`src/rtl/vga_timing_gen.sv`:
```
// Raster timing generator for the 640x480@60 Hz VGA path: pixel-tick divider, scan counters, sync/valid decodes and line/frame markers.
// Define VGA_PIPE_ALIGN_EN to delay valid/hsync/vsync by PIPE_DEPTH pixel ticks so they line up with address-gen plus BRAM readout.
module vga_timing_gen #(
    parameter int   H_VISIBLE  = 640,
    parameter int   H_FRONT    = 16,
    parameter int   H_SYNC     = 96,
    parameter int   H_BACK     = 48,
    parameter int   V_VISIBLE  = 480,
    parameter int   V_FRONT    = 10,
    parameter int   V_SYNC     = 2,
    parameter int   V_BACK     = 33,
    parameter int   CLK_DIV    = 4,
    parameter logic SYNC_POL   = 1'b0,
    parameter int   PIPE_DEPTH = 2
) (
    input  logic       clk,
    input  logic       rst,
    output logic       pclk_en,
    output logic [9:0] h_cnt,
    output logic [9:0] v_cnt,
    output logic       valid,
    output logic       hsync,
    output logic       vsync,
    output logic       line_start,
    output logic       frame_start
);

    localparam int H_TOTAL = H_VISIBLE + H_FRONT + H_SYNC + H_BACK;
    localparam int V_TOTAL = V_VISIBLE + V_FRONT + V_SYNC + V_BACK;
    localparam int DIV_W   = (CLK_DIV > 1) ? $clog2(CLK_DIV) : 1;

    localparam logic [DIV_W-1:0] DIV_LAST = DIV_W'(CLK_DIV - 1);
    localparam logic [9:0] H_LAST   = 10'(H_TOTAL - 1);
    localparam logic [9:0] V_LAST   = 10'(V_TOTAL - 1);
    localparam logic [9:0] H_VIS    = 10'(H_VISIBLE);
    localparam logic [9:0] V_VIS    = 10'(V_VISIBLE);
    localparam logic [9:0] HS_FIRST = 10'(H_VISIBLE + H_FRONT);
    localparam logic [9:0] HS_LAST  = 10'(H_VISIBLE + H_FRONT + H_SYNC - 1);
    localparam logic [9:0] VS_FIRST = 10'(V_VISIBLE + V_FRONT);
    localparam logic [9:0] VS_LAST  = 10'(V_VISIBLE + V_FRONT + V_SYNC - 1);

    logic [DIV_W-1:0] div;
    logic             h_wrap;
    logic             v_wrap;
    logic             valid_dec;
    logic             hsync_dec;
    logic             vsync_dec;

    // Gated by rst so the strobe stays low in reset even when CLK_DIV is 1.
    assign pclk_en = !rst && (div == DIV_LAST);
    assign h_wrap  = (h_cnt == H_LAST);
    assign v_wrap  = (v_cnt == V_LAST);

    always_ff @(posedge clk) begin
        if (rst) begin
            div <= '0;
        end else if (div == DIV_LAST) begin
            div <= '0;
        end else begin
            div <= div + DIV_W'(1);
        end
    end

    always_ff @(posedge clk) begin
        if (rst) begin
            h_cnt       <= '0;
            v_cnt       <= '0;
            line_start  <= 1'b0;
            frame_start <= 1'b0;
        end else begin
            line_start  <= pclk_en && h_wrap;
            frame_start <= pclk_en && h_wrap && v_wrap;
            if (pclk_en) begin
                if (h_wrap) begin
                    h_cnt <= '0;
                    v_cnt <= v_wrap ? 10'd0 : v_cnt + 10'd1;
                end else begin
                    h_cnt <= h_cnt + 10'd1;
                end
            end
        end
    end

    always_comb begin
        valid_dec = (h_cnt < H_VIS) && (v_cnt < V_VIS);
        hsync_dec = ((h_cnt >= HS_FIRST) && (h_cnt <= HS_LAST)) ? SYNC_POL : ~SYNC_POL;
        vsync_dec = ((v_cnt >= VS_FIRST) && (v_cnt <= VS_LAST)) ? SYNC_POL : ~SYNC_POL;
    end

`ifdef VGA_PIPE_ALIGN_EN
    logic [PIPE_DEPTH-1:0] valid_pipe;
    logic [PIPE_DEPTH-1:0] hsync_pipe;
    logic [PIPE_DEPTH-1:0] vsync_pipe;

    // Stages advance only on pixel ticks, so the lag is counted in pixels, not clocks.
    always_ff @(posedge clk) begin
        if (rst) begin
            valid_pipe <= '0;
            hsync_pipe <= {PIPE_DEPTH{~SYNC_POL}};
            vsync_pipe <= {PIPE_DEPTH{~SYNC_POL}};
        end else if (pclk_en) begin
            valid_pipe[0] <= valid_dec;
            hsync_pipe[0] <= hsync_dec;
            vsync_pipe[0] <= vsync_dec;
            for (int i = 1; i < PIPE_DEPTH; i++) begin
                valid_pipe[i] <= valid_pipe[i-1];
                hsync_pipe[i] <= hsync_pipe[i-1];
                vsync_pipe[i] <= vsync_pipe[i-1];
            end
        end
    end

    assign valid = valid_pipe[PIPE_DEPTH-1];
    assign hsync = hsync_pipe[PIPE_DEPTH-1];
    assign vsync = vsync_pipe[PIPE_DEPTH-1];
`else
    assign valid = valid_dec;
    assign hsync = hsync_dec;
    assign vsync = vsync_dec;
`endif

endmodule

```
`config.mk`:
```
export PLATFORM = sky130hd
export DESIGN_NAME = vga_timing_gen
export DESIGN_NICKNAME = d
export VERILOG_FILES = /design/src/rtl/vga_timing_gen.sv
export SDC_FILE = /design/constraint.sdc
export NUM_CORES = 1
export LEC_CHECK = 0
export ABC_AREA = 0
export BUFFER_PORTS_ARGS = -buffer_cell sky130_fd_sc_hd__buf_2
export CAP_MARGIN = 40
export CORE_UTILIZATION = 39
export CTS_CLUSTER_DIAMETER = 50
export DETAILED_ROUTE_END_ITERATION = 7
export GPL_ROUTABILITY_DRIVEN = 0
export GPL_TIMING_DRIVEN = 0
export MAX_ROUTING_LAYER = met4
export PLACE_DENSITY = 0.69
export SYNTH_ARGS = -nofsm -noshare
export SYNTH_HDL_FRONTEND = slang
export SYNTH_SLANG_ARGS = --single-unit
```
`constraint.sdc`:
```
create_clock -name clk -period 2.4 [get_ports clk]
set_input_delay 0.36 -clock clk [delete_from_list [all_inputs] [get_ports clk]]
set_output_delay 0.36 -clock clk [all_outputs]
set_load 0.02 [all_outputs]
```
== Yosys cells after proc, flatten, opt, wreduce, memory -nomap -nowiden ==
Index checks and enable logic that the tools add are counted.

* Logic and storage cells: 30
* Input port bits: 2
* Flip-flop bits (word level): 24

* $add $sub $neg: 3
* Order comparisons: 6
* Muxes and demuxes: 4
* Eq/ne operators: 3
* Reductions and logical operators: 9

{| class="wikitable"
|+ Operator list
! cell !! count
|-
| 10-bit by 1-bit adder with 10-bit output, second input constant || 2
|-
| 10-bit equality test, second input constant || 2
|-
| 10-bit two-way mux || 2
|-
| 10-bit >= comparator, second input constant || 1
|-
| 10-bit by 9-bit >= comparator with 1-bit output, second input constant || 1
|-
| 10-bit less-or-equal comparator, second input constant || 1
|-
| 10-bit by 9-bit less-or-equal comparator with 1-bit output, second input constant || 1
|-
| 10-bit less-than comparator, second input constant || 1
|-
| 10-bit by 9-bit less-than comparator with 1-bit output, second input constant || 1
|-
| 1-bit logical AND || 6
|-
| 2-bit by 1-bit adder with 2-bit output, second input constant || 1
|-
| 2-bit equality test, second input constant || 1
|-
| 1-bit two-way mux || 2
|-
| 2-bit AND reduction || 1
|-
| 2-bit OR reduction || 1
|-
| 1-bit zero test || 1
|}

== Longest topological paths before layout ==
Gate-level depths: netlist (run 1).

* Depth after elaboration: 4
* Gate-level depth with buffers: 8
* Depth with buffers taken out: 6

== Least setup slack after synthesis (run 1) ==
Ideal clock, no wire load.

* Kind: register to register
* Start point: register h_cnt[0]
* End point: register v_cnt[5]
* Period minus slack after synthesis: 2019 ps
* Path slack: 381 ps
* Required time: 2268 ps
* Buffers on the path: 2
* Arrival time: 1887 ps
* Setup time: 132 ps
* Stages on the path, launching flop included: 8
* Cells stage by stage: dfxtp_1 ha_1 nand4bb_4 or4_4 buf_6 clkbuf_1 o21ai_0 a21oi_1

* Longest elaborated chain between the ends: 2

{| class="wikitable"
|+ RTL lines
! what !! line !! RTL
|-
| start, declared || 19 || <nowiki>output logic [9:0] h_cnt,</nowiki>
|-
| start signal, assigned || 78 || <nowiki>h_cnt <= h_cnt + 10'd1;</nowiki>
|-
| 10-bit equality test || 51 || <nowiki>assign h_wrap = (h_cnt == H_LAST);</nowiki>
|-
| 2-bit AND reduction (no source line) || -- ||
|-
| end signal, assigned || 76 || <nowiki>v_cnt <= v_wrap ? 10'd0 : v_cnt + 10'd1;</nowiki>
|-
| end, declared || 20 || <nowiki>output logic [9:0] v_cnt,</nowiki>
|}

Every way passes these cells.
A chain may end at the register's enable or synchronous reset.

== Final worst setup path (run 1) ==
* Start point: register h_cnt[0]
* End point: register v_cnt[7]

The elaborated chain is that of the path after synthesis.

==> flow_summary.ini, run 1 <==
[clock_network]
clock_path_buffers = 2
cts_setup_buffers = 0
cts_tree = built
htree_levels = 1
cts_resized = 0
clock-root-buffer = clkbuf_4
clk_latency_ns = 0.31
cts_made_buffers = 3
cts_num_sinks = 24
cts.clk_slew.worst_paths_ns = 0.13
cts_hold_buf = 0

[timing]
hold_viol = 0
skew_ns = 0.00284
period_share_pct = 88.0
tns_ns = 0
setup_viol = 0
layout_min_cycle_time_ns = 2.11
slew_viol_final = 0
rsz0062_at_grt = no
fmax_mhz = 474
whs_ns = 0.226
finalWorstSetupSlack_ns = 0.289
slew_headroom_pct = 70.8
tightestPinTransition_ns = 0.438

[die]
io_pins = 28
fp.dieArea_um2 = 3330
core-area_um2 = 2850
die_h_um = 57.7
die_w_um = 57.7
core.rowCount = 19
initial_core_util_pct = 42.5

[critical_path]
rrSetupSlack_ns = 0.29
timing.rr.start = h_cnt[0]$_SDFFE_PP0N_
cp.arrival_ns = 2.31
cp-start-kind = flip-flop
r2r_end = v_cnt[7]$_SDFFE_PP0P_
worstSetupPathType = reg -> reg
worstPathRequired_ns = 2.60
critPathMaxFanout = 10
cp-end-kind = flip-flop
cp-endpoint = v_cnt[7]$_SDFFE_PP0P_
reg2regPathDepth = 7
critical_path.startpoint = h_cnt[0]$_SDFFE_PP0N_

[placed_design]
dp_cells = 194
portBuffers = 26
hpwl_mm = 1.84
dp_slack_ns = 0.326

[logic_synthesis]
synthAdderAreaFrac_pct = 5.17
synthSimpleGateAreaFrac_pct = 32.1
synth_most_common_cell = dfxtp_1
syn_area_um2 = 1210
muxShareOfSynthArea_pct = 0
synth_ff_type = dfxtp_1
ys_types = 36
synth_top_family_by_area = simple AND/OR/NAND/NOR gates
syn_inst = 137
avgSynthCellArea_um2 = 8.84
yosysTopAreaCell = dfxtp_1
synthArstFlopShare_pct = 0
ys_seq_area_share_pct = 39.7
ys_warn_count = 0
synth_edf_count = 0
synth_seq_cells = 24
netlist.area_leader.share_pct = 39.7
synthTopCellsByCount = dfxtp_1 (24), nor2_1 (11), a21oi_1 (9), o21ai_0 (9)
synth_xor_area_share_pct = 6.51
synth_compound_area_share_pct = 10.8
syn_nets = 144
ys_top_cells_by_area = dfxtp_1 (40%), ha_1 (5.2%), xnor2_1 (4.3%), or3_1 (4.1%), a21oi_1 (3.7%)

[cells_and_area]
syn_to_final_growth_pct = 15.8
fillers = 289
diodes = 0
layout.nets = 175
stdcell_count = 197
drive_gt1_share_pct = 22.9
fin_util_pct = 49.2

[status]
outcome = finished, violations left
violations = design-rule violations

[worst_hold_path]
hp-class = in -> reg
min_from = rst

[detailed_routing]
via_per_inst = 5.56
via_count = 1095
first_pass_iters = 8
wl_per_cell_um = 13.0
first_iter_violations = 44
ant_nets = 0
drc = 2
routed_wirelength_mm = 2.56

[global_route]
grt_antenna_before_repair = 0
grt_max_degree = 13
gr-total-overflow = 0
grt_use_total_pct = 16.9
grt_pass1_vias = 966
grt_first_pass_wirelength_mm = 4.31

[power_and_ir_drop]
cellLeakagePower_uw = 0.000557
vdd_drop_max_mv = 0.283
pwr_density_cell_nw_per_um2 = 437

[flow_run]
cap_violations = 0
## logic make-up (layout without fill, tap and decap cells)
group	count (synthesis)	count (layout)
AND/OR/NAND/NOR	63	63
flip-flops	24	24
AO/OA/AOI/OAI	23	23
buffers and inverters	13	42
XOR/XNOR	9	9
adder cells (fa/ha/maj)	5	5
## worst min path at each step
stage / endpoint / slack [ns] / cells past startpoint
floorplan: div[0]$_SDFF_PP0_ / 0.40 / 1
global placement: div[0]$_SDFF_PP0_ / 0.41 / 1
detailed placement: div[0]$_SDFF_PP0_ / 0.42 / 1
CTS: div[0]$_SDFF_PP0_ / 0.23 / 2
global route: div[0]$_SDFF_PP0_ / 0.23 / 2
finish: div[0]$_SDFF_PP0_ / 0.23 / 2
## layer usage
metal | global-route usage, % | vias up | routed length (um)
li1 | - | 550 | -
met1 | 22.1 | 514 | 1280
met2 | 26.4 | 27 | 1140
met3 | 2.68 | 4 | 108
met4 | 6.12 | 0 | 28
met5 | - | - | 0
## sequential cells by signal (all words and copies together) (netlist names)
signal,cells
line_start,1
v_cnt,10
div,2
h_cnt,10
frame_start,1
## metrics by stage
step	area, um^2	power [uW]
after CTS	1400	614
after floorplan	1210	439
after global placement	1380	445
after global routing	1400	632
after detailed placement	1380	446
final	1400	613
## final cells by class
class | instances | area [um^2] | share of cell area [%]
clock buffers | 3 | 22.5 | 1.61
well taps | 31 | 38.8 | 2.77
repair buffers | 26 | 130 | 9.28
multi-input cells | 100 | 662 | 47.2
plain buffers | 5 | 38.8 | 2.77
inverters | 8 | 30.0 | 2.14
flip-flops and latches | 24 | 480 | 34.3
## report_power, final
group / internal [uW] / switching [uW]
clock: 58.7 / 117
combinational: 13.1 / 16.5
sequential: 404 / 3.25
## placed cells by master (no fill, tap or decap), drive strengths merged
cell type / synthesis / routed
buf: 4 / 30
dfxtp: 24 / 24
nor2: 11 / 11
a21oi: 9 / 9
o21ai: 9 / 9
inv: 8 / 8
nor3: 8 / 8
or3: 8 / 8
nand2: 7 / 7
nand3: 6 / 6
nand4: 6 / 6
xnor2: 6 / 6
ha: 5 / 5
clkbuf: 1 / 4
nand3b: 3 / 3
xor2: 3 / 3
nor4b: 2 / 2
nor3b: 2 / 2
nand2b: 2 / 2
and4: 1 / 1
o21a: 1 / 1
nand4bb: 1 / 1
a21o: 1 / 1
and4b: 1 / 1
o22ai: 1 / 1
nor2b: 1 / 1
o311ai: 1 / 1
or4: 1 / 1
and2: 1 / 1
and3: 1 / 1
nor4bb: 1 / 1
o21bai: 1 / 1
## worst max-delay path, stage by stage (launching register included)
cell,delay [ns]
dfxtp_1,0.41
ha_1,0.25
nand4bb_4,0.12
or4_4,0.52
buf_6,0.16
clkbuf_1,0.23
o21ai_0,0.22
a21oi_1,0.09
(Power assumes the default switching activity.)
==> run 2, diff against run 1 <==
- clock period: 2.4 -> 2.2 ns (I/O delays scaled with it)
==> run 2 against run 1 <==
Net effect:
- the run still ends with design-rule violations left
- global-route usage stayed put
- critical path type unchanged
- combinational power grew 8.8%
- fmax up 4.0%
- total power rose by 8.5%
- hold slack got worse by 0.023 ns
- via count shrank 1.6%
- count of clock-buffer cells in the layout unchanged
- setup slack got worse by 0.12 ns
- final area down 0.27%
- non-clock buffer count fell by 1
- utilization shrank 0.13 points
==> flow_summary.ini, run 2 (synthesized netlist as in run 1, its figures left out) <==
[power_and_ir_drop]
cellLeakagePower_uw = 0.000556
vdd_drop_max_mv = 0.306
pwr_density_cell_nw_per_um2 = 475

[cells_and_area]
reg_top3 = h_cnt: 10 flops, v_cnt: 10 flops, div: 2 flops
multi_input_area_um2 = 662
final_cell_mix = buf_2 (27), dfxtp_1 (24), nor2_1 (11), a21oi_1 (9)
layout.nets = 174
fillers = 291
layout_commonest_cell = buf_2
diodes = 0
seqCellArea_um2 = 480
postLayoutCellArea_um2 = 1400
syn_to_final_growth_pct = 15.5
stdcell_count = 196
drive_gt1_share_pct = 23.0

[status]
violations = design-rule violations
outcome = finished, violations left

[detailed_routing]
ant_nets = 0
via_count = 1077
via_per_inst = 5.49
first_iter_violations = 41
routed_wirelength_mm = 2.47
drc = 3
first_pass_iters = 6
wl_per_cell_um = 12.6

[critical_path]
cp_slowest_cell = or4_4
cp_cell_sequence = ha_1 -> nand4bb_4 -> or4_4 -> buf_6 -> or3_1 -> a21oi_1
crit_buf_inv = 1
worstSetupPathType = reg -> reg
worstPathRequired_ns = 2.45
crit_family = simple AND/OR/NAND/NOR gates
cp-start-kind = flip-flop
max_stage_delay_ns = 0.52
cp.arrival_ns = 2.28
critPathMaxFanout = 19
cp-end-kind = flip-flop
cp.depth = 6
reg2regPathDepth = 6

[global_route]
grt_max_degree = 13
grt_first_pass_wirelength_mm = 4.31
grt_pass1_vias = 966
grt_antenna_before_repair = 0
grt_util_met2_pct = 26.4
grt_busiest_layer = met2
grt_use_total_pct = 16.9
gr-total-overflow = 0
use_met3_pct = 2.68
use_met1_pct = 22.1

[die]
fp.dieArea_um2 = 3330
die_h_um = 57.7
initial_core_util_pct = 42.5
core-area_um2 = 2850
die_w_um = 57.7
io_pins = 28
core.rowCount = 19

[placed_design]
placedInstanceArea_um2 = 1380
hpwl_mm = 1.84
dp_cells = 194
portBuffers = 26

[worst_hold_path]
hold_depth = 2
hp-class = in -> reg

[timing]
period_share_pct = 92.3
slew_headroom_pct = 72.6
setup_viol = 0
slew_viol_final = 0
tightestPinTransition_ns = 0.406
rsz0062_at_grt = no
layout_min_cycle_time_ns = 2.03
skew_ns = 0.00165
tns_ns = 0
fmax_mhz = 493
hold_viol = 0

[clock_network]
cts_hold_buf = 0
clock_path_buffers = 2
cts_tree = built
htree_levels = 1
cts.clk_slew.worst_paths_ns = 0.12
clock-root-buffer = clkbuf_4
cts_num_sinks = 24
clk_latency_ns = 0.30
cts_made_buffers = 3

[flow_run]
cap_violations = 0
## run 2: metrics by stage
stage | total power (uW) | util [%] | hold WS [ns] | worst slack [ns]
after floorplan | 479 | - | 0.402 | 0.181
after global placement | 485 | 48.4 | 0.411 | 0.172
after detailed placement | 487 | 48.4 | 0.422 | 0.126
after CTS | 670 | 49.2 | 0.198 | 0.105
after global routing | 690 | 49.0 | 0.200 | 0.0573
final | 664 | 49.0 | 0.203 | 0.170
## run 2: worst register-to-register path: cells and delay by family, from the launching register on
family | cells | cell delay (ns)
compound gates | 1 | 0.14
fa+ha+maj | 1 | 0.25
buf+inv | 1 | 0.18
flops | 1 | 0.41
simple gates | 3 | 1.01
## run 2: what timing repair did
item	in CTS	in global routing
setup buffers	0	0
setup endpoints to repair	0	3
gates resized for setup	0	1
endpoints found under the hold margin	0	0
## run 2: final timing paths
check	start	endpoint	slack, ns
worst max-delay path	h_cnt[0]$_SDFFE_PP0N_	v_cnt[7]$_SDFFE_PP0P_	0.17
worst min-delay path	rst	div[0]$_SDFF_PP0_	0.20
worst max register to register	h_cnt[0]$_SDFFE_PP0N_	v_cnt[7]$_SDFFE_PP0P_	0.17
worst min register to register	div[0]$_SDFF_PP0_	div[0]$_SDFF_PP0_	0.44
## run 2: report_power, final
part           internal, uW  switching, uW  total, uW
clock                  63.8            124        188
sequential              441           3.55        444
combinational          14.3           18.0       32.2
total                   519            146        664
## run 2: final cells by class
type | instances | area share, %
Buffer | 4 | 2.50
Timing Repair Buffer | 26 | 9.30
Tap cell | 31 | 2.77
Inverter | 8 | 2.15
Clock buffer | 3 | 1.61
Multi-Input combinational cell | 100 | 47.3
Sequential cell | 24 | 34.3
## run 2: routing by layer
layer | vias to the layer above | part of all wire (%) | wire length, um
met4 | 0 | 1.1 | 27
met5 | - | 0 | 0
li1 | 545 | - | -
met2 | 25 | 44 | 1090
met1 | 502 | 51 | 1260
met3 | 5 | 3.9 | 97
==> run 3, diff against run 2 <==
- PLACE_DENSITY: 0.69 -> not set
- clock period: 2.2 -> 2.3 ns (I/O delays scaled with it)
==> run 3 against run 2 <==
Net effect:
- the run still ends with design-rule violations left
- clock power is 4% lower
- non-clock buffer count rose by 1
- total power down 4.1%
- sequential share of layout area is 0.092 points lower
- via count is 1.1% higher
- critical path depth up 1
- count of clock-buffer cells in the layout did not move
- clock skew increased by 0.0042 ns
- global-route usage grew 1.7 points
- utilization up 0.13 points
- first-iteration DRC count grew 7.3%
==> flow_summary.ini, run 3 (synthesized netlist as in run 1, its figures left out) <==
[critical_path]
cp_slowest_cell = or4_4
max_stage_delay_ns = 0.52
worstPathRequired_ns = 2.49
crit_family = simple AND/OR/NAND/NOR gates
cp-end-kind = flip-flop
cp_cell_sequence = ha_1 -> nand4bb_4 -> or4_4 -> buf_6 -> clkbuf_1 -> o21ai_0 -> a21oi_1
worstSetupPathType = reg -> reg
cp-start-kind = flip-flop
critPathMaxFanout = 10
cp.arrival_ns = 2.28
crit_buf_inv = 2

[placed_design]
hpwl_mm = 2.00
portBuffers = 26

[timing]
setup_viol = 0
whs_ns = 0.228
hold_viol = 0
layout_min_cycle_time_ns = 2.10
fmax_mhz = 477
period_share_pct = 91.1
rsz0062_at_grt = no
slew_headroom_pct = 72.8
tightestPinTransition_ns = 0.409
skew_ns = 0.00584
tns_ns = 0
slew_viol_final = 0

[die]
fp.dieArea_um2 = 3330
die_w_um = 57.7
die_h_um = 57.7
io_pins = 28
core.rowCount = 19
initial_core_util_pct = 42.5
core-area_um2 = 2850

[power_and_ir_drop]
cellLeakagePower_uw = 0.000557
vdd_drop_max_mv = 0.183
total_power_uw = 637
pwr_density_cell_nw_per_um2 = 454

[global_route]
grt_use_total_pct = 18.6
grt_antenna_before_repair = 0
gr-total-overflow = 0
grt_first_pass_wirelength_mm = 4.71
grt_pass1_vias = 1078
grt_max_degree = 13

[cells_and_area]
drive_gt1_share_pct = 22.9
fin_util_pct = 49.2
reg_top3 = h_cnt: 10 flops, v_cnt: 10 flops, div: 2 flops
diodes = 0
layout.nets = 175
final_cell_mix = buf_2 (27), dfxtp_1 (24), nor2_1 (11), a21oi_1 (9), o21ai_0 (9)
syn_to_final_growth_pct = 15.8
layout_commonest_cell = buf_2

[clock_network]
cts_hold_buf = 0
cts_made_buffers = 3
clk_latency_ns = 0.30
cts_tree = built
htree_levels = 1
cts_num_sinks = 24
clock_path_buffers = 2
clock-root-buffer = clkbuf_4
cts.clk_slew.worst_paths_ns = 0.12
cts_setup_buffers = 0
cts_resized = 0

[flow_run]
cap_violations = 0

[detailed_routing]
wl_per_cell_um = 13.4
via_per_inst = 5.53
first_pass_iters = 6
first_iter_violations = 44
ant_nets = 0
drc = 2
routed_wirelength_mm = 2.64
via_count = 1089

[status]
outcome = finished, violations left
violations = design-rule violations

[worst_hold_path]
hp-class = in -> reg
-- run 3: changes by cell type in the layout (fill, tap and decap cells not counted) --
cell,before,now
clkbuf_1,0,1
o21ai_1,1,0
o21ai_0,8,9
-- run 3: worst paths after layout --
kind                            cells after the start  slack (ns)               endpoint                  start
worst min register to register                      1        0.43      div[0]$_SDFF_PP0_      div[0]$_SDFF_PP0_
worst min-delay path                                2        0.23      div[0]$_SDFF_PP0_                    rst
worst max register to register                      7        0.20  v_cnt[5]$_SDFFE_PP0P_  h_cnt[0]$_SDFFE_PP0N_
worst max-delay path                                7        0.20  v_cnt[5]$_SDFFE_PP0P_  h_cnt[0]$_SDFFE_PP0N_
-- run 3: power breakdown --
part / switching [uW] / total [uW] / internal, uW / leakage, uW
registers: 3.32 / 425 / 422 / 0.000194
logic: 18.5 / 32.3 / 13.9 / 0.000350
clock network: 119 / 180 / 61.1 / 0.0000138
-- run 3: cell type report --
type / count / area, um^2
Tap cell: 31 / 38.8
Inverter: 8 / 30.0
Multi-Input combinational cell: 100 / 662
Fill cell: 307 / 1450
Clock buffer: 3 / 22.5
Timing Repair Buffer: 26 / 130
Sequential cell: 24 / 480
Buffer: 5 / 38.8
-- run 3: per-stage QoR --
step                setup slack (ns)  cells  cell area, um^2
floorplan                      0.281    137             1210
global placement               0.258    194             1380
detailed placement             0.182    194             1380
CTS                            0.174    197             1400
global route                 0.00370    197             1400
finish                         0.204    197             1400
-- run 3: worst register-to-register path, stage by stage (launching register included) --
cell       delay (ns)
dfxtp_1          0.41
ha_1             0.24
nand4bb_4        0.12
or4_4            0.52
buf_6            0.16
clkbuf_1         0.22
o21ai_0          0.23
a21oi_1          0.08
-- run 3: per-layer routing --
metal  vias to the layer above  GRT usage [%]  share of wire, %  wire length (um)
met5                         -              -                 0                 0
met4                         0           9.18              0.53                14
met3                         2           2.46               4.1               109
met2                        29           32.6                53              1390
met1                       512           20.8                43              1120
li1                        546              -                 -                 -
